## src/rtl/eth_measurer_pkg.sv

```systemverilog
// Shared types for the Ethernet latency measurer blocks.
// The scheduler state encoding is exported here so debug taps can decode it.
package eth_measurer_pkg;

  typedef enum logic [2:0] {
    ST_IDLE        = 3'd0,
    ST_TRIGGER     = 3'd1,
    ST_WAIT_REPLY  = 3'd2,
    ST_REPORT      = 3'd3,
    ST_WAIT_PERIOD = 3'd4
  } sched_state_e;

endpackage

```

## src/rtl/eth_measurer_sched.sv

```systemverilog
// Probe scheduler: launches one probe per period, times the reply or declares
// it lost, and keeps running sent/lost totals.
module eth_measurer_sched #(
  parameter int counter_width = 32
) (
  input  logic                     clk,
  input  logic                     rst,
  input  logic                     cfg_enable,
  input  logic [counter_width-1:0] cfg_period,
  input  logic [counter_width-1:0] cfg_timeout,
  input  logic [15:0]              cfg_padding_size,
  output logic                     tx_trigger,
  output logic [15:0]              tx_padding_size,
  input  logic                     tx_begin,
  input  logic                     rx_done,
  output logic                     busy,
  output logic                     result_valid,
  output logic                     result_lost,
  output logic [counter_width-1:0] result_latency,
  output logic [counter_width-1:0] probes_sent,
  output logic [counter_width-1:0] probes_lost
);
  import eth_measurer_pkg::*;

  localparam logic [counter_width-1:0] cnt_ones = '1;
  localparam logic [counter_width-1:0] cnt_one  = counter_width'(1);
  localparam logic [counter_width-1:0] cnt_zero = '0;

  function automatic logic [counter_width-1:0] sat_inc(input logic [counter_width-1:0] v);
    if (v == cnt_ones) begin
      return v;
    end else begin
      return v + cnt_one;
    end
  endfunction

  sched_state_e state;
  sched_state_e next_state;
  logic [counter_width-1:0] lat_cnt;
  logic [counter_width-1:0] per_cnt;
  logic [counter_width-1:0] lat_elapsed;
  logic [counter_width-1:0] per_elapsed;
  logic timeout_hit;
  logic period_done;

  // Counters hold cycles-since-tx_begin minus one, so elapsed time is count + 1.
  assign lat_elapsed = sat_inc(lat_cnt);
  assign per_elapsed = sat_inc(per_cnt);
  assign timeout_hit = (cfg_timeout != cnt_zero) && (lat_cnt == (cfg_timeout - cnt_one));
  assign period_done = (cfg_period <= cnt_one) || (per_elapsed >= (cfg_period - cnt_one));

  // State register.
  always_ff @(posedge clk) begin
    if (rst) begin
      state <= ST_IDLE;
    end else begin
      state <= next_state;
    end
  end

  // Next-state decode.
  always_comb begin
    next_state = state;
    case (state)
      ST_IDLE: begin
        if (cfg_enable) next_state = ST_TRIGGER;
        else            next_state = ST_IDLE;
      end
      ST_TRIGGER: begin
        if (tx_begin) next_state = ST_WAIT_REPLY;
        else          next_state = ST_TRIGGER;
      end
      ST_WAIT_REPLY: begin
        if (rx_done || timeout_hit) next_state = ST_REPORT;
        else                        next_state = ST_WAIT_REPLY;
      end
      ST_REPORT: begin
        next_state = ST_WAIT_PERIOD;
      end
      ST_WAIT_PERIOD: begin
        if (!cfg_enable)      next_state = ST_IDLE;
        else if (period_done) next_state = ST_TRIGGER;
        else                  next_state = ST_WAIT_PERIOD;
      end
      default: begin
        next_state = ST_IDLE;
      end
    endcase
  end

  // Counters, statistics and registered outputs.
  always_ff @(posedge clk) begin
    if (rst) begin
      lat_cnt         <= cnt_zero;
      per_cnt         <= cnt_zero;
      tx_trigger      <= 1'b0;
      tx_padding_size <= 16'd0;
      busy            <= 1'b0;
      result_valid    <= 1'b0;
      result_lost     <= 1'b0;
      result_latency  <= cnt_zero;
      probes_sent     <= cnt_zero;
      probes_lost     <= cnt_zero;
    end else begin
      tx_trigger   <= (next_state == ST_TRIGGER);
      busy         <= (next_state != ST_IDLE);
      result_valid <= (next_state == ST_REPORT);
      if ((state != ST_TRIGGER) && (next_state == ST_TRIGGER)) begin
        tx_padding_size <= cfg_padding_size;
      end
      case (state)
        ST_TRIGGER: begin
          if (tx_begin) begin
            lat_cnt     <= cnt_zero;
            per_cnt     <= cnt_zero;
            probes_sent <= probes_sent + cnt_one;
          end
        end
        ST_WAIT_REPLY: begin
          lat_cnt <= lat_elapsed;
          per_cnt <= per_elapsed;
          // A reply arriving on the timeout cycle wins.
          if (rx_done) begin
            result_latency <= lat_elapsed;
            result_lost    <= 1'b0;
          end else if (timeout_hit) begin
            result_latency <= cnt_zero;
            result_lost    <= 1'b1;
            probes_lost    <= probes_lost + cnt_one;
          end
        end
        ST_REPORT, ST_WAIT_PERIOD: begin
          per_cnt <= per_elapsed;
        end
        default: begin
          per_cnt <= per_cnt;
        end
      endcase
    end
  end

endmodule

```

## config.mk

```make
export PLATFORM = sky130hd
export DESIGN_NAME = eth_measurer_sched
export DESIGN_NICKNAME = d
export VERILOG_FILES = /design/src/rtl/eth_measurer_pkg.sv /design/src/rtl/eth_measurer_sched.sv
export SDC_FILE = /design/constraint.sdc
export NUM_CORES = 1
export LEC_CHECK = 0
export BUFFER_PORTS_ARGS = -buffer_cell sky130_fd_sc_hd__buf_2
export CAP_MARGIN = 10
export CORE_AREA = 2 2 205 106
export DETAILED_ROUTE_END_ITERATION = 7
export DIE_AREA = 0 0 207 108
export PLACE_DENSITY_LB_ADDON = 0.15
export SLEW_MARGIN = 20
export SYNTH_ARGS = -nofsm -noshare
export SYNTH_HDL_FRONTEND = slang
export SYNTH_SLANG_ARGS = --single-unit
```

## constraint.sdc

```tcl
create_clock -name clk -period 7.1 [get_ports clk]
set_input_delay 1.42 -clock clk [delete_from_list [all_inputs] [get_ports clk]]
set_output_delay 1.42 -clock clk [all_outputs]
set_load 0.1 [all_outputs]
```

Word-level counts from Yosys, hierarchy flattened
Cells that the tools add are included.
{ "op_classes": {"addsub": 6, "n_lt_le_gt_ge": 2, "n_eq_ne": 11, "muxes": 15, "bitwise_logic": 1, "reduce_logical": 16} }
{ "op_table": {"columns": ["op", "count"], "rows": [
  ["$mux 32", 5],
  ["$add 32x1->32 const B", 4],
  ["$pmux 32 s2", 2],
  ["$eq 32x32->1 const B", 2],
  ["$sub 32x1->32 const B", 2],
  ["$eq 32x32->1", 1],
  ["$ge 32x32->1", 1],
  ["$le 32x1->1 const B", 1],
  ["$reduce_bool 32->1", 1],
  ["$pmux 3 s5", 1],
  ["$eq 3x2->1 const B", 3],
  ["$reduce_and 2->1", 4],
  ["$eq 3x1->1 const B", 2],
  ["$mux 3", 2],
  ["$reduce_bool 2->1", 3],
  ["$mux 1", 4],
  ["$eq 3x3->1 const B", 1],
  ["$logic_not 3->1", 1],
  ["$ne 3x1->1 const B", 1],
  ["$reduce_and 3->1", 1],
  ["$reduce_bool 3->1", 1],
  ["$reduce_or 3->1", 1],
  ["$logic_and 1x1->1", 2],
  ["$logic_or 1x1->1", 2],
  ["3 further kinds", 3]
]} }
{ "word_totals": {"reg_bits": 183, "inputBits": 85, "output_inout_bits": 116, "word_cells": 62} }

Logic depth before layout (Yosys ltp)
Gate-level depths: netlist of run 1.
{ "logic_depth": {"ltp_word": 9, "depth_mapped": 19, "ltp_nobuf": 16} }

Worst setup path after synthesis of run 1
Ideal clock, no wire load.
{ "synth_timing": {"path_type": "input to register", "startpoint": "input port cfg_period[10]", "endpoint": "register tx_padding_size[10]", "setup_ns": 0.128, "arrival_time_ns": 5.814, "required_ns": 6.972, "slack_ns": 1.158, "stages": 17, "path_buffers": 1, "cell_sequence": "or4_1 or4_1 or3_1 or2_2 nor4_1 nand2_1 nor3_1 xnor2_1 ha_1 nand4_1 or2_2 o21ai_0 a211oi_1 a21oi_2 buf_2 mux2i_1 nor2_1"} }
{ "synth_via": {"elab_chain_len": 8, "elab_cells_between_ends": 9, "classes_between": "add/sub: 1; order compare: 2; eq/ne: 1; mux: 3; reduce/logical: 2"} }
{ "synth_rtl": {"columns": ["item", "line_no", "rtl"], "rows": [
  ["start: declaration", "eth_measurer_sched.sv:9", "input logic [counter_width-1:0] cfg_period,"],
  ["$sub 32x1->32", "eth_measurer_sched.sv:50", "assign period_done = (cfg_period <= cnt_one) || (per_elapsed >= (cfg_period - cnt_one));"],
  ["$ge 32x32->1", "eth_measurer_sched.sv:50", null],
  ["$logic_or 1x1->1 (*)", "eth_measurer_sched.sv:50", null],
  ["$mux 3 (*)", "eth_measurer_sched.sv:82", "else if (period_done) next_state = ST_TRIGGER;"],
  ["$mux 3 (*)", "eth_measurer_sched.sv:81", "if (!cfg_enable) next_state = ST_IDLE;"],
  ["$pmux 3 s5 (*)", "eth_measurer_sched.sv:64", "case (state)"],
  ["$eq 3x1->1 (*)", "eth_measurer_sched.sv:108", "if ((state != ST_TRIGGER) && (next_state == ST_TRIGGER)) begin"],
  ["$logic_and 1x1->1 (*)", "eth_measurer_sched.sv:108", null],
  ["end signal: assignment", "eth_measurer_sched.sv:109", "tx_padding_size <= cfg_padding_size;"],
  ["end: declaration", "eth_measurer_sched.sv:13", "output logic [15:0] tx_padding_size,"]
]} }
Every way passes the cells marked *; elsewhere a longest branch is shown, timed or not.
A chain may end at the register's enable or synchronous reset.

Final worst setup path of run 1
{ "layout_timing": {"startpoint": "input port cfg_period[10]", "endpoint": "register state[0]"} }
{ "layout_via": {"elab_chain_len": 6, "elab_cells_between_ends": 7, "classes_between": "add/sub: 1; order compare: 2; mux: 3; reduce/logical: 1"} }
{ "layout_rtl": {"columns": ["item", "line_no", "rtl"], "rows": [
  ["$sub 32x1->32", "eth_measurer_sched.sv:50", null],
  ["$ge 32x32->1", "eth_measurer_sched.sv:50", null],
  ["$logic_or 1x1->1 (*)", "eth_measurer_sched.sv:50", null],
  ["$mux 3 (*)", "eth_measurer_sched.sv:82", null],
  ["$mux 3 (*)", "eth_measurer_sched.sv:81", null],
  ["$pmux 3 s5 (*)", "eth_measurer_sched.sv:64", null],
  ["end signal: assignment", "eth_measurer_sched.sv:57", "state <= next_state;"],
  ["end: declaration", "eth_measurer_sched.sv:37", "sched_state_e state;"]
]} }
Marked as above.

==> results.ini, run 1 <==
[timing]
relSlewSlack=0.2259
worst_slack_ps=1247
fin_skew_ps=14.87
tns_ps=0
hold_viol=0
post-route-period-util=0.8244
period_minus_slack_ps=5853
rsz0062_at_grt=no
fmax_mhz=170.8
report.final.slew_viol_count=0
worst_pin_slew_ps=1151
setup_viol=0

[pwr]
p_int_mw=1.571
clkPwrFrac=0.396
power_density_mw_per_mm2=165.5
combPwrFrac=0.133
vdd_drop_max_uv=145.1
p_switching_uw=651.6
p_sw_frac=0.2931
leakage_nw=5.559
seqPwrFrac=0.470
finalPower_mw=2.223

[placement]
portBuffers=200
finalWeightedCongestion=0.8798
dp.cells=1889
dp_hpwl_um=23240
place_ws_ps=801.1

[synthesis]
synth_area_leaders=dfxtp_1, xnor2_1, nor2_1, xor2_1, nand2_1
synth_edf_count=0
yosysMostFrequentCell=nor2_1
ys_async_sr_fraction=0
yosysUniqueCellTypes=70
synth_fp_nets=1615
synth_top_area_frac=0.3106
yosysSeqAreaShare=0.3106
syn_area_mm2=0.01180
synth_warnings=0
synthCells=1491
avgSynthCellArea_um2=7.912
synth_common_cells=nor2_1, dfxtp_1, nand2_1
yosysTopAreaCell=dfxtp_1
synth_ff_type=dfxtp_1
synth-seq-cells=183

[layout]
drive_above_1_share=0.1773
num-fill-cells=1772
instances_no_fill=1920
areaGrowthSynthToFinish_pct=13.83
antenna_cells=0
nNetsFinal=1759

[worst_setup_path]
worstReg2RegStart=per_cnt[26]
rr_endpoint=state[0]
critPathCaptureType=flop
path_class=primary input to flop
worst-r2r-setup-slack_ps=2080
crit_fanout=17
start_kind=primary input
required_ps=7370
reg2reg_depth=15
cp.arrival_ps=6130

[detailed_routing]
firstDrtPassIters=8
routedWlPerCell_um=16.59
drc_errors=0
initialDrtViolationCount=918
wl_um=31860
vias_per_cell=6.031
route.vias.total=11580
ant_nets=0

[clocking]
numCtsBuffers=17
cts_hold_buf=0
root_buffer=clkbuf_16
numClockSinks=183
clock_latency_ps=440
htree_levels=4
clk_path_buf_depth=2
cts_tree=built
cts_setup_buffers=0
cts_resized=0
clk_pin_slew_ps=60

[hold_path]
holdPathStages=2
worstHoldEndpoint=probes_sent[31]
min_from=probes_sent[31]
hp-class=flop to flop

[global_routing]
grt_pass1_wl_um=51660
grt_max_degree=95
grt_pass1_vias=10760
antenna_found_initial=0
grt.overflow.total=0
track_usage=0.2766

[floorplanning]
ios=201
die_area_mm2=0.02236
die_h_um=108
num_rows=37
die_w_um=207
start_util=0.5791
core_area_mm2=0.02037

[run]
maxCapViolCount=0

[status]
outcome=finished, final reports clean

final cells by class:
class,count,area (um^2),area share
multi-input cells,1199,7714,0.5744
well taps,273,341.6,0.02544
repair buffers,213,1101,0.08200
flip-flops and latches,183,3664,0.2728
inverters,21,78.83,0.005870
clock buffers,18,429.2,0.03196
clock inverters,13,100.1,0.007454
metrics by stage:
| stage | util | instance area [um^2] | hold WS, ps |
|---|---|---|---|
| after global placement | 0.6332 | 12900 | 464.0 |
| after detailed placement | 0.6332 | 12900 | 476.6 |
| after global routing | 0.6592 | 13430 | 507.1 |
| final | 0.6592 | 13430 | 482.4 |
| after floorplan | - | 11800 | 471.5 |
| after CTS | 0.6592 | 13430 | 486.5 |
cell families (layout without fill, tap and decap cells):
logic type / Yosys count / in the layout / share of synthesized area
AND/OR/NAND/NOR: 674 / 674 / 0.2977
AO/OA/AOI/OAI: 282 / 282 / 0.1539
flip-flops: 183 / 183 / 0.3106
buffers and inverters: 109 / 265 / 0.03670
XOR/XNOR: 154 / 154 / 0.1143
multiplexers: 50 / 50 / 0.04540
adder cells (fa/ha/maj): 39 / 39 / 0.04137
worst max-delay path: stages:
cell and delay (ps):
buf_2 120, or4_1 580, or4_1 460, or3_1 370, or2_2 300, nor4_1 570
nand2_1 130, xor2_1 190, ha_1 310, and4_1 170, a221oi_1 260, o21ai_0 110
a211oi_1 420, a21oi_2 110, buf_4 240, a21oi_1 240, a31oi_1 120
routing by layer:
layer,routed length (um),GRT usage,up-vias
met4,662,0.09796,0
li1,-,-,5653
met5,0,0,-
met2,16020,0.5014,344
met3,1444,0.03979,51
met1,13730,0.3396,5532
layout by cell type, fill, tap and decap left out, drive strengths merged, types with 14 or more instances in the layout:
| cell type | n |
|---|---|
| a21oi | 77 |
| buf | 213 |
| a22oi | 25 |
| clkbuf | 18 |
| nor4 | 44 |
| nor2b | 44 |
| nand2 | 134 |
| xor2 | 73 |
| and3 | 24 |
| mux2 | 28 |
| xnor2 | 81 |
| inv | 25 |
| nor3 | 57 |
| dfxtp | 183 |
| ha | 39 |
| or3 | 19 |
| o211ai | 22 |
| o21ai | 73 |
| or2 | 14 |
| mux2i | 22 |
| nand4 | 36 |
| nand3 | 53 |
| nor2 | 185 |
| and4 | 18 |
worst max path at each step:
stage,startpoint,endpoint,slack [ps]
floorplan,cfg_period[10],tx_padding_size[10],1160
global placement,cfg_period[10],state[0],920
detailed placement,cfg_period[10],state[0],800
CTS,cfg_period[10],state[0],1240
global route,cfg_period[10],state[0],720
finish,cfg_period[10],state[0],1250
power groups by stage:
| stage | sequential, mW | clock [mW] | combinational (mW) |
|---|---|---|---|
| 5_1_grt | 1.05 | 0.925 | 0.320 |
| 3_3_place_gp | 1.07 | 0 | 0.285 |
| 2_1_floorplan | 1.14 | 0 | 0.136 |
| 6_report | 1.05 | 0.881 | 0.297 |
| 3_5_place_dp | 1.07 | 0 | 0.294 |
| 4_1_cts | 1.05 | 0.886 | 0.295 |
registers in the layout, summed over array words and instances (netlist names):
| name | count |
|---|---|
| busy | 1 |
| lat_cnt | 32 |
| probes_lost | 32 |
| result_valid | 1 |
| tx_trigger | 1 |
| result_lost | 1 |
| state | 3 |
| probes_sent | 32 |
| tx_padding_size | 16 |
| result_latency | 32 |
| per_cnt | 32 |
Power figures use the tool's default switching activity.
==> inputs of run 2 (changes only) <==
- clock period: 7.1 -> 5.85 ns (I/O delays scaled with it)
==> results.ini, run 2 (synthesis results as in run 1) <==
[status]
outcome=finished, final reports clean

[detailed_routing]
routedWlPerCell_um=16.56
initialDrtViolationCount=940
route.vias.total=11500
ant_nets=0
wl_um=31920
drc_errors=0
vias_per_cell=5.965
firstDrtPassIters=5

[timing]
worst_pin_slew_ps=986.6
report.final.slew_viol_count=0
tns_ps=0
fin_skew_ps=13.36
period_minus_slack_ps=5296
relSlewSlack=0.3253
rsz0062_at_grt=no
post-route-period-util=0.9054
setup_viol=0
fmax_mhz=188.8
hold_viol=0

[global_routing]
grt_pass1_vias=10720
track_usage=0.2810
grt_pass1_wl_um=52180
grt.overflow.total=0
antenna_found_initial=1
grt_max_degree=80

[layout]
areaGrowthSynthToFinish_pct=14.99
nNetsFinal=1765
layout_commonest_cell=buf_2
mostFrequentLayoutCells=buf_2, nor2_1, dfxtp_1, nand2_1, xnor2_1
drive_above_1_share=0.1820

[worst_setup_path]
critPathCaptureType=flop
crit_fanout=17
required_ps=6130
crit_chain=buf_2 > or4_1 > or4_1 > or3_1 > or2_2 > nor4_1 > buf_4 > nand2_1 > xor2_1 > ha_1 > a21oi_1 > nand2_1 > a221oi_1 > o21ai_0 > a211oi_1 > a21oi_2 > buf_12 > a21oi_1 > a31oi_1
worst-r2r-setup-slack_ps=920
reg2reg_depth=15
critPathMaxStageDelay_ps=580
rr_endpoint=state[0]
cp_slowest_cell=or4_1
worstReg2RegStart=per_cnt[8]
cpLargestDelayFamily=simple AND/OR/NAND/NOR gates
start_kind=primary input
path_class=primary input to flop
path_buf_inv=3
cp.arrival_ps=5570

[clocking]
clk_pin_slew_ps=70
clock_latency_ps=440
cts_tree=built
cts_resized=0
htree_levels=4
cts_setup_buffers=0
numCtsBuffers=17
numClockSinks=183
clk_path_buf_depth=2
cts_hold_buf=0
root_buffer=clkbuf_16

[hold_path]
hp-class=flop to flop
min_from=probes_sent[31]
worstHoldEndpoint=probes_sent[31]
holdPathStages=2

[placement]
portBuffers=200
finalWeightedCongestion=0.8792
dp_hpwl_um=23350

[floorplanning]
core_area_mm2=0.02037
die_area_mm2=0.02236
num_rows=37
die_h_um=108
ios=201
start_util=0.5791
die_w_um=207

[pwr]
leakage_nw=5.619
vdd_drop_max_uv=163.8
power_density_mw_per_mm2=207.9
finalPower_mw=2.820

[run]
maxCapViolCount=0

==> run 2: cell types whose count changed in the layout (fill, tap and decap cells not counted), sizes merged <==
cell	change
bufinv	+2
clkinvlp	+2
diode	+1
inv	+3
clkinv	-6
buf	+6
==> run 2: worst reg2reg max path, cell delays in order, from the launching register on <==
cell	delay, ps
dfxtp_1	400
and4_1	210
and3_1	240
and4b_1	320
a2111oi_0	910
xor2_1	250
ha_1	380
o2111ai_1	90
nor2_1	70
a2111oi_0	490
o211ai_1	200
a211oi_1	520
a21oi_2	150
buf_12	190
a21oi_1	240
a31oi_1	130
==> run 2: worst max-delay path by stage <==
stage	cells past startpoint	slack, ps	end	start
floorplan	17	160	tx_padding_size[10]	cfg_period[10]
global placement	19	320	state[0]	cfg_period[10]
detailed placement	19	160	state[0]	cfg_period[10]
CTS	19	610	state[0]	cfg_period[10]
global route	19	150	state[0]	cfg_period[10]
finish	19	550	state[0]	cfg_period[10]
==> run 2: cell type report <==
| class | count | area, um^2 |
|---|---|---|
| Clock inverter | 14 | 161.4 |
| Sequential cell | 183 | 3664 |
| Tap cell | 273 | 341.6 |
| Multi-Input combinational cell | 1199 | 7719 |
| Antenna cell | 1 | 2.502 |
| Clock buffer | 18 | 439.2 |
| Fill cell | 1752 | 6805 |
| Timing Repair Buffer | 219 | 1159 |
| Inverter | 21 | 78.83 |
==> run 2: where the power goes <==
group          switching [mW]  internal [mW]
logic                   0.259          0.104
clock network           0.535          0.653
registers              0.0100           1.26
total                   0.804           2.02
==> run 2: per-layer routing <==
metal | vias to the layer above | part of all wire | global-route usage
li1 | 5665 | - | -
met1 | 5506 | 0.44 | 0.3500
met2 | 291 | 0.50 | 0.5098
met3 | 39 | 0.044 | 0.04357
met4 | 0 | 0.016 | 0.08010
met5 | - | 0 | 0
==> run 2: through the flow <==
step	util	instance area (um^2)	cells	hold WS [ps]	worst slack (ps)
floorplan	-	11800	1491	471.5	158.4
global placement	0.6360	12950	1895	464.7	319.5
detailed placement	0.6360	12950	1895	479.2	158.7
CTS	0.6655	13560	1927	489.5	610.6
global route	0.6659	13560	1928	516.8	152.7
finish	0.6659	13560	1928	484.2	553.6
